<file path="config.mk">
export PLATFORM = sky130hd
export DESIGN_NAME = instruction_loader
export DESIGN_NICKNAME = d
export VERILOG_FILES = /design/src/rtl/instruction_loader.sv
export SDC_FILE = /design/constraint.sdc
export NUM_CORES = 1
export LEC_CHECK = 0
export ABC_AREA = 1
export CORE_UTILIZATION = 64
export DETAILED_ROUTE_END_ITERATION = 12
export DONT_BUFFER_PORTS = 1
export PLACE_DENSITY = 0.8
export SETUP_SLACK_MARGIN = 0.02
export SLEW_MARGIN = 10
export SYNTH_ARGS = -nofsm -noshare
export SYNTH_HDL_FRONTEND = slang
export SYNTH_SLANG_ARGS = --single-unit
</file>
<file path="constraint.sdc">
create_clock -name clk -period 4.7 [get_ports clk]
set_clock_uncertainty 0.1 [all_clocks]
set_input_delay 0.47 -clock clk [delete_from_list [all_inputs] [get_ports clk]]
set_output_delay 0.47 -clock clk [all_outputs]
set_load 0.01 [all_outputs]
</file>
<file path="src/rtl/instruction_loader.sv">
// rtl/instruction_loader.sv - serial framed-image loader writing 16-bit words into instruction memory
//
// Parses SYNC, CNT_HI, CNT_LO, N words (high byte first), CHK from a byte stream
// and writes the words to consecutive addresses starting at 0.
// Ports:
//   clk, rst_n          clock, asynchronous active-low reset
//   in_data/in_valid    received byte and its valid flag
//   in_ready            loader accepts a byte this cycle (low only while writing)
//   mem_we/addr/din     single-cycle write strobe, 9-bit address, 16-bit word
//   cpu_hold            holds the CPU in reset until an image has loaded and verified
//   done / error        last frame verified / last frame rejected
module instruction_loader #(
    parameter logic [7:0] SYNC_BYTE = 8'hA5,
    parameter int         MAX_WORDS = 512
) (
    input  logic        clk,
    input  logic        rst_n,
    input  logic [7:0]  in_data,
    input  logic        in_valid,
    output logic        in_ready,
    output logic        mem_we,
    output logic [8:0]  mem_addr,
    output logic [15:0] mem_din,
    output logic        cpu_hold,
    output logic        done,
    output logic        error
);

    localparam logic [15:0] MAX_N = 16'(MAX_WORDS);

    typedef enum logic [3:0] {
        S_IDLE,
        S_CNT_HI,
        S_CNT_LO,
        S_DATA_HI,
        S_DATA_LO,
        S_WRITE,
        S_CHECK,
        S_DONE,
        S_ERR
    } state_t;

    state_t      state_q, state_d;
    logic [15:0] cnt_q, cnt_d;
    logic [9:0]  addr_q, addr_d;      // 10 bits so that a count of 512 is reachable
    logic [7:0]  acc_q, acc_d;
    logic [7:0]  hi_q, hi_d;
    logic        in_ready_q, in_ready_d;
    logic        mem_we_q, mem_we_d;
    logic [8:0]  mem_addr_q, mem_addr_d;
    logic [15:0] mem_din_q, mem_din_d;
    logic        cpu_hold_q, cpu_hold_d;
    logic        done_q, done_d;
    logic        error_q, error_d;

    logic        take;
    logic [15:0] count_full;
    logic [9:0]  addr_inc;

    assign take       = in_valid && in_ready_q;
    assign count_full = {cnt_q[15:8], in_data};
    assign addr_inc   = addr_q + 10'd1;

    always_comb begin
        state_d    = state_q;
        cnt_d      = cnt_q;
        addr_d     = addr_q;
        acc_d      = acc_q;
        hi_d       = hi_q;
        mem_we_d   = 1'b0;
        mem_addr_d = mem_addr_q;
        mem_din_d  = mem_din_q;
        cpu_hold_d = cpu_hold_q;
        done_d     = done_q;
        error_d    = error_q;

        case (state_q)
            // Idle and both terminal states behave alike: only a sync byte matters.
            S_IDLE, S_DONE, S_ERR: begin
                if (take && in_data == SYNC_BYTE) begin
                    state_d    = S_CNT_HI;
                    done_d     = 1'b0;
                    error_d    = 1'b0;
                    cpu_hold_d = 1'b1;
                    addr_d     = 10'd0;
                    acc_d      = 8'd0;
                end
            end
            S_CNT_HI: begin
                if (take) begin
                    cnt_d[15:8] = in_data;
                    state_d     = S_CNT_LO;
                end
            end
            S_CNT_LO: begin
                if (take) begin
                    cnt_d = count_full;
                    if (count_full == 16'd0 || count_full > MAX_N) begin
                        state_d = S_ERR;
                        error_d = 1'b1;
                    end else begin
                        state_d = S_DATA_HI;
                    end
                end
            end
            S_DATA_HI: begin
                if (take) begin
                    hi_d    = in_data;
                    acc_d   = acc_q ^ in_data;
                    state_d = S_DATA_LO;
                end
            end
            S_DATA_LO: begin
                // Strobe is registered here so it is high exactly during the WRITE cycle.
                if (take) begin
                    acc_d      = acc_q ^ in_data;
                    mem_we_d   = 1'b1;
                    mem_addr_d = addr_q[8:0];
                    mem_din_d  = {hi_q, in_data};
                    state_d    = S_WRITE;
                end
            end
            S_WRITE: begin
                addr_d = addr_inc;
                if ({6'd0, addr_inc} == cnt_q) begin
                    state_d = S_CHECK;
                end else begin
                    state_d = S_DATA_HI;
                end
            end
            S_CHECK: begin
                if (take) begin
                    if (in_data == acc_q) begin
                        state_d    = S_DONE;
                        done_d     = 1'b1;
                        cpu_hold_d = 1'b0;
                    end else begin
                        state_d = S_ERR;
                        error_d = 1'b1;
                    end
                end
            end
            default: state_d = S_IDLE;
        endcase

        // Registered from the next state so it never depends on in_valid combinationally.
        in_ready_d = (state_d != S_WRITE);
    end

    always_ff @(posedge clk or negedge rst_n) begin
        if (!rst_n) begin
            state_q    <= S_IDLE;
            cnt_q      <= 16'd0;
            addr_q     <= 10'd0;
            acc_q      <= 8'd0;
            hi_q       <= 8'd0;
            in_ready_q <= 1'b1;
            mem_we_q   <= 1'b0;
            mem_addr_q <= 9'd0;
            mem_din_q  <= 16'd0;
            cpu_hold_q <= 1'b1;
            done_q     <= 1'b0;
            error_q    <= 1'b0;
        end else begin
            state_q    <= state_d;
            cnt_q      <= cnt_d;
            addr_q     <= addr_d;
            acc_q      <= acc_d;
            hi_q       <= hi_d;
            in_ready_q <= in_ready_d;
            mem_we_q   <= mem_we_d;
            mem_addr_q <= mem_addr_d;
            mem_din_q  <= mem_din_d;
            cpu_hold_q <= cpu_hold_d;
            done_q     <= done_d;
            error_q    <= error_d;
        end
    end

    assign in_ready = in_ready_q;
    assign mem_we   = mem_we_q;
    assign mem_addr = mem_addr_q;
    assign mem_din  = mem_din_q;
    assign cpu_hold = cpu_hold_q;
    assign done     = done_q;
    assign error    = error_q;

endmodule

</file>
* Word-level counts from Yosys, hierarchy flattened
Index checks and enable logic that the tools add are counted.
** Storage, ports and cells
- Output and inout port bits :: 30
- Register bits :: 76
- Logic and storage cells :: 87
- Input port bits :: 11
** Operators by class
- Multiplexer cells :: 32
- Add/sub/neg operators :: 1
- Magnitude comparators :: 1
- Reductions and logical operators :: 19
- Eq/ne operators :: 19
- Bitwise gates (word level) :: 2
** Operators with widths (number)
- 2-to-1 mux 4 bit :: 8
- one-hot mux 8 bit (2 select lines) :: 2
- one-hot mux 4 bit (7 select lines) :: 1
- 2-to-1 mux 8 bit :: 3
- one-hot mux 10 bit (2 select lines) :: 1
- == test 10 x 16 -> 1 bit :: 1
- == test 4 x 3 -> 1 bit (second input constant) :: 4
- > comparator 16 x 10 -> 1 bit (second input constant) :: 1
- zero test 16 bit :: 1
- 2-to-1 mux 1 bit :: 12
- inequality test 2 bit (second input constant) :: 6
- adder 10 x 1 -> 10 bit (second input constant) :: 1
- 2-to-1 mux 10 bit :: 1
- == test 4 x 2 -> 1 bit (second input constant) :: 2
- == test 8 bit :: 1
- == test 8 bit (second input constant) :: 1
- AND reduction 2 bit :: 4
- bitwise XOR 8 bit :: 1
- AND reduction 3 bit :: 2
- AND reduction 6 bit :: 1
- nonzero test 2 bit :: 3
- == test 4 x 1 -> 1 bit (second input constant) :: 1
- == test 4 bit (second input constant) :: 1
- zero test 4 bit :: 1
- 12 further kinds :: 14

* Logic depth before layout (Yosys ltp)
Gate-level depths: netlist of run 1.
- Depth in word-level cells :: 6
- Gate-level depth with buffers :: 12
- Depth with buffers taken out :: 12

* Worst setup path after synthesis of run 1
OpenSTA, ideal clock, no wires.
- Kind :: register to register
- Start :: register in_ready_q (netlist: in_ready)
- End :: register acc_q[6]
- Data arrival time :: 1488 ps
- Path slack :: 3036 ps
- Buffers on the path :: 1
- Cell stages (with the launch flop) :: 10
- Setup time :: 76 ps
- Clock period less this slack :: 1664 ps
- Data required time :: 4524 ps
- Cells stage by stage :: dfstp_2 > nand2_1 > nor2_1 > nand4_1 > nand2_1 > inv_2 > nor2_4 > buf_6 > nand4_1 > o21ai_1
** On the way
- Cells in the longest elaborated chain, start to end :: 4
- Elaborated cells between the ends (all ways) :: 5
- Those cells by class :: 2 x eq/ne; 3 x reduce/logical
** RTL lines
- start: declaration :: RTL line 48 : logic in_ready_q, in_ready_d;
- start signal: assignment :: RTL line 170 : in_ready_q <= in_ready_d;
- logical AND 1 bit (*) :: RTL line 60 : assign take = in_valid && in_ready_q;
- logical AND 1 bit :: RTL line 80 : if (take && in_data == SYNC_BYTE) begin
- inequality test 2 bit (no line)
- AND reduction 3 bit (no line) (*)
- end signal: assignment :: RTL line 155 : acc_q <= 8'd0;
- end signal: assignment :: RTL line 168 : acc_q <= acc_d;
- end: declaration :: RTL line 46 : logic [7:0] acc_q, acc_d;
Every way passes the cells marked *; elsewhere a longest branch is shown, timed or not.
A chain may end at the register's enable or synchronous reset.

* Worst setup path in the final report of run 1
- Start :: register in_ready_q (netlist: in_ready)
- End :: register hi_q[3]
** On the way
- Cells in the longest elaborated chain, start to end :: 2
** RTL lines
- logical AND 1 bit :: RTL line 60
- AND reduction 2 bit (no line)
- end signal: assignment :: RTL line 169 : hi_q <= hi_d;
- end: declaration :: RTL line 47 : logic [7:0] hi_q, hi_d;
No other way between the ends.

==> impl_metrics.csv, run 1 <==
group,metric,value,unit
global_route,antenna_found_initial,0,
global_route,grt_pass1_vias,3049,
global_route,grt_pass1_wl,14400,um
floorplan,dieArea,6050,um^2
critical_path,critPathArrivalTime,2.18,ns
route,drt-initial-drc-count,159,
pwr,p_leak,1.97,nW
cts,numCtsBuffers,9,
logic_synthesis,synth-seq-cells,76,
layout,synthToLayoutAreaGrowth,8.03,%
pwr,pwr-share-seq,0.459,
sta,hold_violations,0,
layout,final_cell_mix,"nand2_1, dfrtp_1, o21ai_0",
layout,antennaDiodeCount,0,
layout,final_common_cell,"nand2_1",
floorplan,start_util,0.668,
pwr,p_switching,1.12,mW
critical_path,rrSetupSlack,2.66,ns
hold_path,hp-class,"in -> reg",
pwr,power.share.clock,0.200,
critical_path,crit_type,"reg -> reg",
cts,cts_setup_buffers,0,
cts,cts_num_sinks,76,
cts,path_clk_slew,0.08,ns
sta,period_minus_slack,2.04,ns
cts,cts_resized,0,
critical_path,worstReg2RegEnd,"hi_q[3]$_DFFE_PN0P_",
place,place_ws,2.69,ns
route,firstDrtPassIters,5,
cts,htreeDepth,3,
floorplan,ios,41,
sta,rsz0062_at_grt,"false",
sta,slew_headroom,0.440,
floorplan,core_region_area,5510,um^2
cts,clock-root-buffer,"clkbuf_8",
floorplan,die_w,77.8,um
hold_path,hold_depth,2,
pwr,switching_share,0.428,
logic_synthesis,synthSimpleGateAreaFrac,0.310,
place,dp_hpwl,6020,um
logic_synthesis,synth-xor-area-share,0.00477,
critical_path,critical_path_required,4.84,ns
sta,drv_slew,0,
hold_path,hold_end,"hi_q[0]$_DFFE_PN0P_",
place,port_buffers,0,
logic_synthesis,avgSynthCellArea,7.89,um^2
layout,nets,483,
route,vias_per_cell,5.72,
critical_path,end_kind,"flip-flop",
route,wl_per_cell,15.7,um
logic_synthesis,muxShareOfSynthArea,0,
logic_synthesis,ys_types,30,
status,status,"complete, no violations",
global_route,track_usage,0.315,
layout,drive_gt1_frac,0.0819,
logic_synthesis,synth_top_family_by_area,"simple AND/OR/NAND/NOR gates",
route,num_vias,3135,
pwr,power.density,661,nW/um^2
sta,setup_tns,0,ns
logic_synthesis,synth_compound_area_frac,0.104,
route,wl,8630,um
route,drcViolationCount,0,
logic_synthesis,synth_cells,466,
critical_path,rr_worst_depth,4,
pwr,p_int,1.50,mW
hold_path,worstHoldStart,"in_data[0]",
floorplan,fp.dieH,77.8,um
pwr,max-vdd-ir-drop,0.000459,V
cts,cts_tree,"yes",
global_route,grt_max_degree,77,
sta,final-setup-viol-count,0,
floorplan,placementRows,27,
place,gp_congestion,0.884,
sta,timing.fmax,0.491,GHz
logic_synthesis,synth_nets,478,
cts,clock_path_buffers,2,
logic_synthesis,synth_fa_ha_area_frac,0.00340,
logic_synthesis,syn_area,3680,um^2
route,postRouteAntennaNets,0,
logic_synthesis,seq_area_frac_synth,0.518,
logic_synthesis,yosysWarnings,0,
pwr,p_comb_frac,0.342,
flow_run,maxCapViolations,0,
sta,tightest_slew,0.838,ns
cts,clk_latency,0.35,ns
sta,finalCritPeriodShare,0.433,
critical_path,path_max_fanout,16,
critical_path,r2r_start,"in_ready$_DFF_PN1_",
critical_path,start_kind,"flip-flop",
sta,layout_setup_ws,2.66,ns
global_route,grt-ovfl-total,0,
[cell type report]
type                    count  area, um^2
repair buffers              2        37.5
fillers                   444        1540
multi-input cells         334        1550
clock inverters             6        70.1
well taps                  72        90.1
clock buffers              10         138
flip-flops and latches     76        1900
inverters                  48         180
[Yosys cell counts]
master    number  area [um^2]
nor2_2         2         12.5
xnor2_1        2         17.5
nor3_2         1         10.0
dfstp_2        2         52.6
clkbuf_1       5         18.8
buf_2          2         10.0
nor2_1        31          116
nand3b_1       7         52.6
dfrtp_1       74         1850
o21ai_1        8         40.0
ha_1           1         12.5
o21ai_2        2         17.5
o211ai_1       1         7.51
inv_1         42          158
inv_2          6         22.5
nand2_4        1         11.3
nor3_1         2         10.0
buf_6          1         11.3
o22ai_1        7         43.8
nand4_1       14         87.6
nor2_4         3         33.8
nand3_1       23          115
or2_2          2         12.5
a21oi_1        1         5.00
nor3b_1        1         7.51
nor3_4         1         16.3
o21ai_0       46          230
nand2_1      171          642
nand2_2        2         12.5
o21a_1         5         37.5
[metal layers]
metal	routed length [um]	up-vias	global-route usage
li1	-	1517	-
met1	3720	1482	0.420
met3	613	22	0.0729
met2	4120	114	0.486
met4	179	0	0.157
met5	0	-	0
[critical path: stages, from the launching register on]
cell     delay, ns
dfstp_2       0.57
nand2_1       0.27
nor2_1        0.75
nand2_1       0.11
o21a_1        0.14
[power by group through the flow]
stage | Combinational, mW | Sequential [mW] | Clock, mW
after floorplan | 0.717 | 1.14 | 0
after global placement | 0.818 | 1.20 | 0
after detailed placement | 0.871 | 1.21 | 0
after CTS | 0.891 | 1.20 | 0.527
after global routing | 1.03 | 1.23 | 0.552
final | 0.897 | 1.20 | 0.524
[stage by stage]
step	hold WS, ns	total power [mW]	instance area, um^2	util	instances
finish	0.146	2.62	3970	0.721	548
global route	0.141	2.82	3970	0.721	548
CTS	0.134	2.62	3970	0.721	548
detailed placement	0.0758	2.08	3730	0.677	530
global placement	0.0757	2.02	3730	0.677	530
floorplan	0.0744	1.86	3680	-	466
[cells by family (layout without fill, tap and decap cells)]
family / count (synthesis) / in the layout
compound gates: 70 / 70
xor+xnor: 2 / 2
fa+ha+maj: 1 / 1
buf+inv: 56 / 66
flops: 76 / 76
simple gates: 261 / 261
[worst max path at each step]
stage / from / endpoint / slack [ns] / depth (start not counted)
detailed placement: in_ready$_DFF_PN1_ / hi_q[3]$_DFFE_PN0P_ / 2.69 / 4
CTS: in_ready$_DFF_PN1_ / hi_q[3]$_DFFE_PN0P_ / 2.67 / 4
global route: in_ready$_DFF_PN1_ / hi_q[5]$_DFFE_PN0P_ / 2.48 / 4
global placement: in_ready$_DFF_PN1_ / hi_q[4]$_DFFE_PN0P_ / 2.76 / 4
floorplan: in_ready$_DFF_PN1_ / acc_q[6]$_DFFE_PN0P_ / 3.04 / 9
finish: in_ready$_DFF_PN1_ / hi_q[3]$_DFFE_PN0P_ / 2.66 / 4
[state kept, by name (all words and copies together) (netlist names)]
| name | count |
|---|---|
| cnt_q | 16 |
| mem_din | 16 |
| addr_q | 10 |
| mem_addr | 9 |
| acc_q | 8 |
| hi_q | 8 |
| state_q | 4 |
| cpu_hold | 1 |
| done | 1 |
| error | 1 |
| in_ready | 1 |
| mem_we | 1 |
[what timing repair did]
item,4_1_cts,5_1_grt
endpoints found under the hold margin,76,0
hold buffers,2,0
endpoints found under the setup margin,0,0
No activity file was read; power rests on OpenSTA's default activity.
==> run 2: changes to the inputs <==
Settings changed: CORE_UTILIZATION 64 to 63, PLACE_DENSITY 0.8 to 0.79.
Clock period 4.7 ns to 1.9 ns, I/O delays scaled along.
==> run 2 against run 1 <==
  * Fmax up 16%
  * Core utilization rose by 1.4 points
  * Total power increased by 150%
  * The flow now finishes with violations (negative hold slack)
  * Flip-flop and latch count is the same
  * Largest power group unchanged
  * Global-route usage fell by 0.47 points
==> impl_metrics.csv, run 2 (same netlist as run 1, synthesis figures left out) <==
group,metric,value,unit
status,status,"finished with violations",
status,violations,"negative hold slack",
place,place_ws,0.0796,ns
global_route,use_met1,0.423,
sta,slew_headroom,0.590,
cts,clock-root-buffer,"clkbuf_8",
cts,numCtsBuffers,9,
floorplan,die_w,78.4,um
pwr,power,6.55,mW
cts,htreeDepth,3,
layout,final_cell_mix,"nand2_1, dfrtp_1, o21ai_0",
place,dp_hpwl,5890,um
global_route,grt-ovfl-total,0,
global_route,grt_pass1_vias,3047,
critical_path,start_kind,"flip-flop",
floorplan,ios,41,
pwr,p_comb_frac,0.362,
global_route,grt_max_degree,77,
floorplan,placementRows,27,
cts,cts_tree,"yes",
sta,drv_slew,0,
critical_path,critPathSlowestCell,"dfrtp_2",
global_route,gr-usage-met3,0.0721,
critical_path,critPathBufInv,1,
floorplan,start_util,0.659,
critical_path,crit_chain,"ha_4, inv_1, nand2_1, nand2_1, nor2_1, nand2_1, nor2_1, nand3_1, nor2_2, nand3_1, nand2_1, nand2_1",
pwr,power.density,1600,nW/um^2
layout,antennaDiodeCount,0,
critical_path,path_max_fanout,5,
pwr,max-vdd-ir-drop,0.000981,V
global_route,antenna_found_initial,0,
floorplan,fp.dieH,78.4,um
place,port_buffers,0,
sta,final-setup-viol-count,0,
layout,final_common_cell,"nand2_1",
pwr,p_leak,2.02,nW
route,firstDrtPassIters,6,
critical_path,end_kind,"flip-flop",
route,postRouteAntennaNets,0,
layout,nets,496,
sta,timing.fmax,0.571,GHz
global_route,grt_pass1_wl,14500,um
pwr,pwr-share-seq,0.456,
cts,clk_latency,0.34,ns
route,drt-initial-drc-count,219,
floorplan,dieArea,6140,um^2
cts,cts_num_sinks,76,
place,gp_congestion,0.909,
sta,tightest_slew,0.614,ns
pwr,power.share.clock,0.183,
critical_path,crit_type,"reg -> reg",
global_route,use_met2,0.489,
sta,finalCritPeriodShare,0.922,
critical_path,rrSetupSlack,0.15,ns
hold_path,hp-class,"in -> async",
route,drcViolationCount,0,
critical_path,critPathArrivalTime,1.88,ns
critical_path,slowest_delay,0.46,ns
critical_path,critical_path_required,2.03,ns
route,num_vias,3140,
sta,layout_setup_ws,0.149,ns
pwr,p_switching,2.75,mW
route,wl_per_cell,15.1,um
cts,postCtsHoldBufs,7,
route,wl,8460,um
sta,worst_hold_slack,-0.572,ns
layout,drive_gt1_frac,0.111,
global_route,track_usage,0.311,
route,vias_per_cell,5.61,
cts,clock_path_buffers,2,
sta,rsz0062_at_grt,"true",
layout,synthToLayoutAreaGrowth,11.5,%
critical_path,worst_path_most_repeated_cell,"nand2_1",
flow_run,maxCapViolations,0,
critical_path,cpLargestDelayFamily,"simple AND/OR/NAND/NOR gates",
pwr,p_int,3.80,mW
floorplan,core_region_area,5570,um^2
pwr,switching_share,0.419,
sta,period_minus_slack,1.75,ns
sta,hold_violations,76,
cts,path_clk_slew,0.08,ns
global_route,grt-busiest-layer,"met2",
## run 2: changes by cell type in the layout (fill, tap and decap cells not counted), sizes merged
cell,change
buf,+7
clkbuf,-1
clkinv,+2
dlygate4sd3,+6
inv,-2
## run 2: through the flow
step | TNS, ns | cells | area, um^2 | util
floorplan | 0 | 466 | 3680 | -
global placement | 0 | 536 | 3770 | 0.677
detailed placement | 0 | 536 | 3770 | 0.677
CTS | 0 | 558 | 4030 | 0.723
global route | -0.00103 | 560 | 4100 | 0.735
finish | 0 | 560 | 4100 | 0.735
## run 2: layout make-up
type	count	area (um^2)
fill	419	1480
tap	72	90.1
timing repair buffer	15	143
clock inverter	6	66.3
sequential	76	1910
clock buffer	9	124
inverter	48	180
multi-input combinational	334	1590
## run 2: final timing paths
| check | from | endpoint | depth (start not counted) |
|---|---|---|---|
| setup / recovery | addr_q[1]$_DFFE_PN0P_ | state_q[0]$_DFF_PN0_ | 12 |
| hold / removal | rst_n | mem_addr[6]$_DFFE_PN0P_ | 0 |
| setup reg to reg | addr_q[1]$_DFFE_PN0P_ | state_q[0]$_DFF_PN0_ | 12 |
| hold reg to reg | cnt_q[13]$_DFFE_PN0P_ | cnt_q[13]$_DFFE_PN0P_ | 2 |
| max in group asynchronous | rst_n | in_ready$_DFF_PN1_ | 0 |
| min in group clk | in_data[4] | mem_din[4]$_DFFE_PN0P_ | 2 |
## run 2: worst register-to-register path: stages, from the launching register on
cell     delay [ns]
dfrtp_2        0.46
ha_4           0.28
inv_1          0.04
nand2_1        0.05
nand2_1        0.05
nor2_1         0.08
nand2_1        0.06
nor2_1         0.10
nand3_1        0.10
nor2_2         0.13
nand3_1        0.08
nand2_1        0.06
nand2_1        0.05
## run 2: power groups by stage
stage	logic, mW	clock network, mW	registers, mW
after detailed placement	2.15	0	2.99
after global routing	2.71	1.29	3.06
after floorplan	1.77	0	2.83
after CTS	2.17	1.21	2.96
final	2.37	1.20	2.99
after global placement	2.05	0	2.96
## run 2: layer usage
| layer | routed length [um] | vias to the layer above |
|---|---|---|
| met3 | 510 | 11 |
| met5 | 0 | - |
| met4 | 105 | 0 |
| met2 | 3960 | 103 |
| met1 | 3880 | 1488 |
| li1 | - | 1538 |
## run 2: timing repair
| item | in CTS | in global routing |
|---|---|---|
| setup buffers | 0 | 2 |
| endpoints found under the hold margin | 90 | 76 |
| endpoints found under the setup margin | 0 | 19 |
| gates resized for setup | 0 | 13 |
==> run 3: changes to the inputs <==
Settings changed: CORE_MARGIN set to 5.
==> run 3 against run 2 <==
  * The flow still finishes with violations (negative hold slack)
  * Worst hold slack worse by 0.0030 ns
  * Final cell count stayed put
  * Fmax is 2.2% lower
  * Critical path depth is 1 lower
  * Global-route usage is 7.0 points lower
  * Sequential share of layout area is 0.26 points higher
  * Combinational power is 2% lower
  * Die area is 21% higher
  * Largest cell class unchanged
  * Largest power group unchanged
==> impl_metrics.csv, run 3 (same netlist as run 1, synthesis figures left out) <==
group,metric,value,unit
floorplan,fp.dieH,86.4,um
critical_path,critPathArrivalTime,1.92,ns
route,postRouteAntennaNets,0,
critical_path,worst_path_most_repeated_cell,"nand2_1",
sta,final-setup-viol-count,0,
critical_path,critPathBufInv,0,
status,violations,"negative hold slack",
global_route,grt_max_degree,77,
floorplan,core_region_area,5570,um^2
floorplan,start_util,0.659,
flow_run,maxCapViolations,0,
critical_path,start_kind,"flip-flop",
sta,rsz0062_at_grt,"true",
sta,hold_violations,77,
layout,final_cell_mix,"nand2_1, dfrtp_1, o21ai_0",
floorplan,dieArea,7460,um^2
route,vias_per_cell,5.67,
layout,multi_input_area,1590,um^2
layout,fillers,409,
global_route,grt_pass1_vias,3002,
route,num_vias,3176,
sta,drv_slew,0,
critical_path,critical_path_required,2.03,ns
critical_path,slowest_delay,0.42,ns
floorplan,ios,41,
sta,worst_hold_slack,-0.575,ns
layout,final_common_cell,"nand2_1",
cts,clock_path_buffers,2,
layout,nets,496,
place,gp_congestion,0.935,
layout,synthToLayoutAreaGrowth,10.9,%
critical_path,worstReg2RegEnd,"state_q[0]$_DFF_PN0_",
floorplan,placementRows,27,
layout,drive_gt1_frac,0.105,
global_route,grt-ovfl-total,0,
critical_path,r2r_start,"addr_q[0]$_DFFE_PN0P_",
layout,final_area,4080,um^2
critical_path,rr_worst_depth,11,
layout,final-seq-area,1910,um^2
layout,antennaDiodeCount,0,
cts,postCtsHoldBufs,6,
sta,timing.fmax,0.559,GHz
critical_path,rrSetupSlack,0.11,ns
route,drcViolationCount,0,
route,firstDrtPassIters,5,
route,wl,8740,um
cts,numCtsBuffers,9,
cts,cts_num_sinks,76,
floorplan,die_w,86.4,um
cts,path_clk_slew,0.08,ns
route,wl_per_cell,15.6,um
sta,slew_headroom,0.597,
critical_path,critPathSlowestCell,"dfrtp_2",
pwr,p_leak,2.02,nW
place,port_buffers,0,
sta,period_minus_slack,1.79,ns
critical_path,crit_type,"reg -> reg",
hold_path,hp-class,"in -> async",
critical_path,cpLargestDelayFamily,"simple AND/OR/NAND/NOR gates",
place,placed_cell_area,3770,um^2
global_route,track_usage,0.241,
global_route,antenna_found_initial,0,
route,drt-initial-drc-count,270,
critical_path,crit_chain,"nand3_1, nor2_4, nand2_1, nand2_1, nand2_1, nand2_1, nand2_1, nor2_1, nand3_1, nand2_1, nand2_1",
sta,tightest_slew,0.604,ns
critical_path,path_max_fanout,6,
pwr,power.density,1600,nW/um^2
status,status,"finished with violations",
critical_path,end_kind,"flip-flop",
cts,clock-root-buffer,"clkbuf_8",
pwr,max-vdd-ir-drop,0.000884,V
sta,finalCritPeriodShare,0.942,
cts,clk_latency,0.35,ns
global_route,grt_pass1_wl,14200,um
cts,cts_tree,"yes",
place,dp_hpwl,6100,um
cts,htreeDepth,3,
run 3: cell count changes in the layout (fill, tap and decap cells not counted), moves of 2 or more:
cell,previous run,this run
clkinv_4,1,3
nor2_1,28,30
clkinvlp_4,3,1
nor2_2,4,2
run 3: what timing repair did:
action,in CTS,in global routing
resized for setup,0,8
endpoints found under the setup margin,0,14
setup buffers,0,2
hold endpoints to repair,87,76
run 3: stage by stage:
| stage | instances | power (mW) | setup WS, ns | util | setup TNS [ns] |
|---|---|---|---|---|---|
| 3_5_place_dp | 536 | 5.14 | 0.0583 | 0.677 | 0 |
| 2_1_floorplan | 466 | 4.60 | 0.236 | - | 0 |
| 3_3_place_gp | 536 | 5.01 | 0.153 | 0.677 | 0 |
| 6_report | 560 | 6.53 | 0.110 | 0.731 | 0 |
| 5_1_grt | 560 | 7.00 | -0.107 | 0.731 | -0.107 |
| 4_1_cts | 557 | 6.36 | 0.0515 | 0.722 | 0 |
run 3: power by group:
group | internal (mW) | switching [mW]
clock | 0.607 | 0.611
combinational | 0.839 | 1.48
sequential | 2.30 | 0.690
run 3: cell type report:
cell class / count / area share
Clock buffer: 10 / 0.0313
Clock inverter: 5 / 0.0157
Inverter: 48 / 0.0442
Multi-Input combinational cell: 335 / 0.390
Sequential cell: 76 / 0.468
Tap cell: 72 / 0.0221
Timing Repair Buffer: 14 / 0.0295
run 3: how the worst max path moves through the flow:
stage | slack, ns | end | from | cells after the start
finish | 0.11 | state_q[0]$_DFF_PN0_ | addr_q[0]$_DFFE_PN0P_ | 11
global route | -0.11 | state_q[0]$_DFF_PN0_ | addr_q[0]$_DFFE_PN0P_ | 11
CTS | 0.05 | state_q[0]$_DFF_PN0_ | addr_q[1]$_DFFE_PN0P_ | 11
detailed placement | 0.06 | state_q[0]$_DFF_PN0_ | addr_q[1]$_DFFE_PN0P_ | 11
global placement | 0.15 | state_q[0]$_DFF_PN0_ | addr_q[1]$_DFFE_PN0P_ | 12
floorplan | 0.24 | acc_q[6]$_DFFE_PN0P_ | in_ready$_DFF_PN1_ | 9
run 3: worst register-to-register path, stage by stage (launching register included):
cell and delay (ns):
dfrtp_2 0.42, nand3_1 0.19, nor2_4 0.20, nand2_1 0.09, nand2_1 0.10, nand2_1 0.07
nand2_1 0.06, nand2_1 0.05, nor2_1 0.17, nand3_1 0.10, nand2_1 0.07, nand2_1 0.06
run 3: per-layer routing:
layer,routed length [um],track usage,up-vias,share of wire
li1,-,-,1545,-
met3,634,0.0561,14,0.073
met1,3810,0.321,1500,0.44
met4,118,0.0765,0,0.014
met5,0,0,-,0
met2,4180,0.392,117,0.48
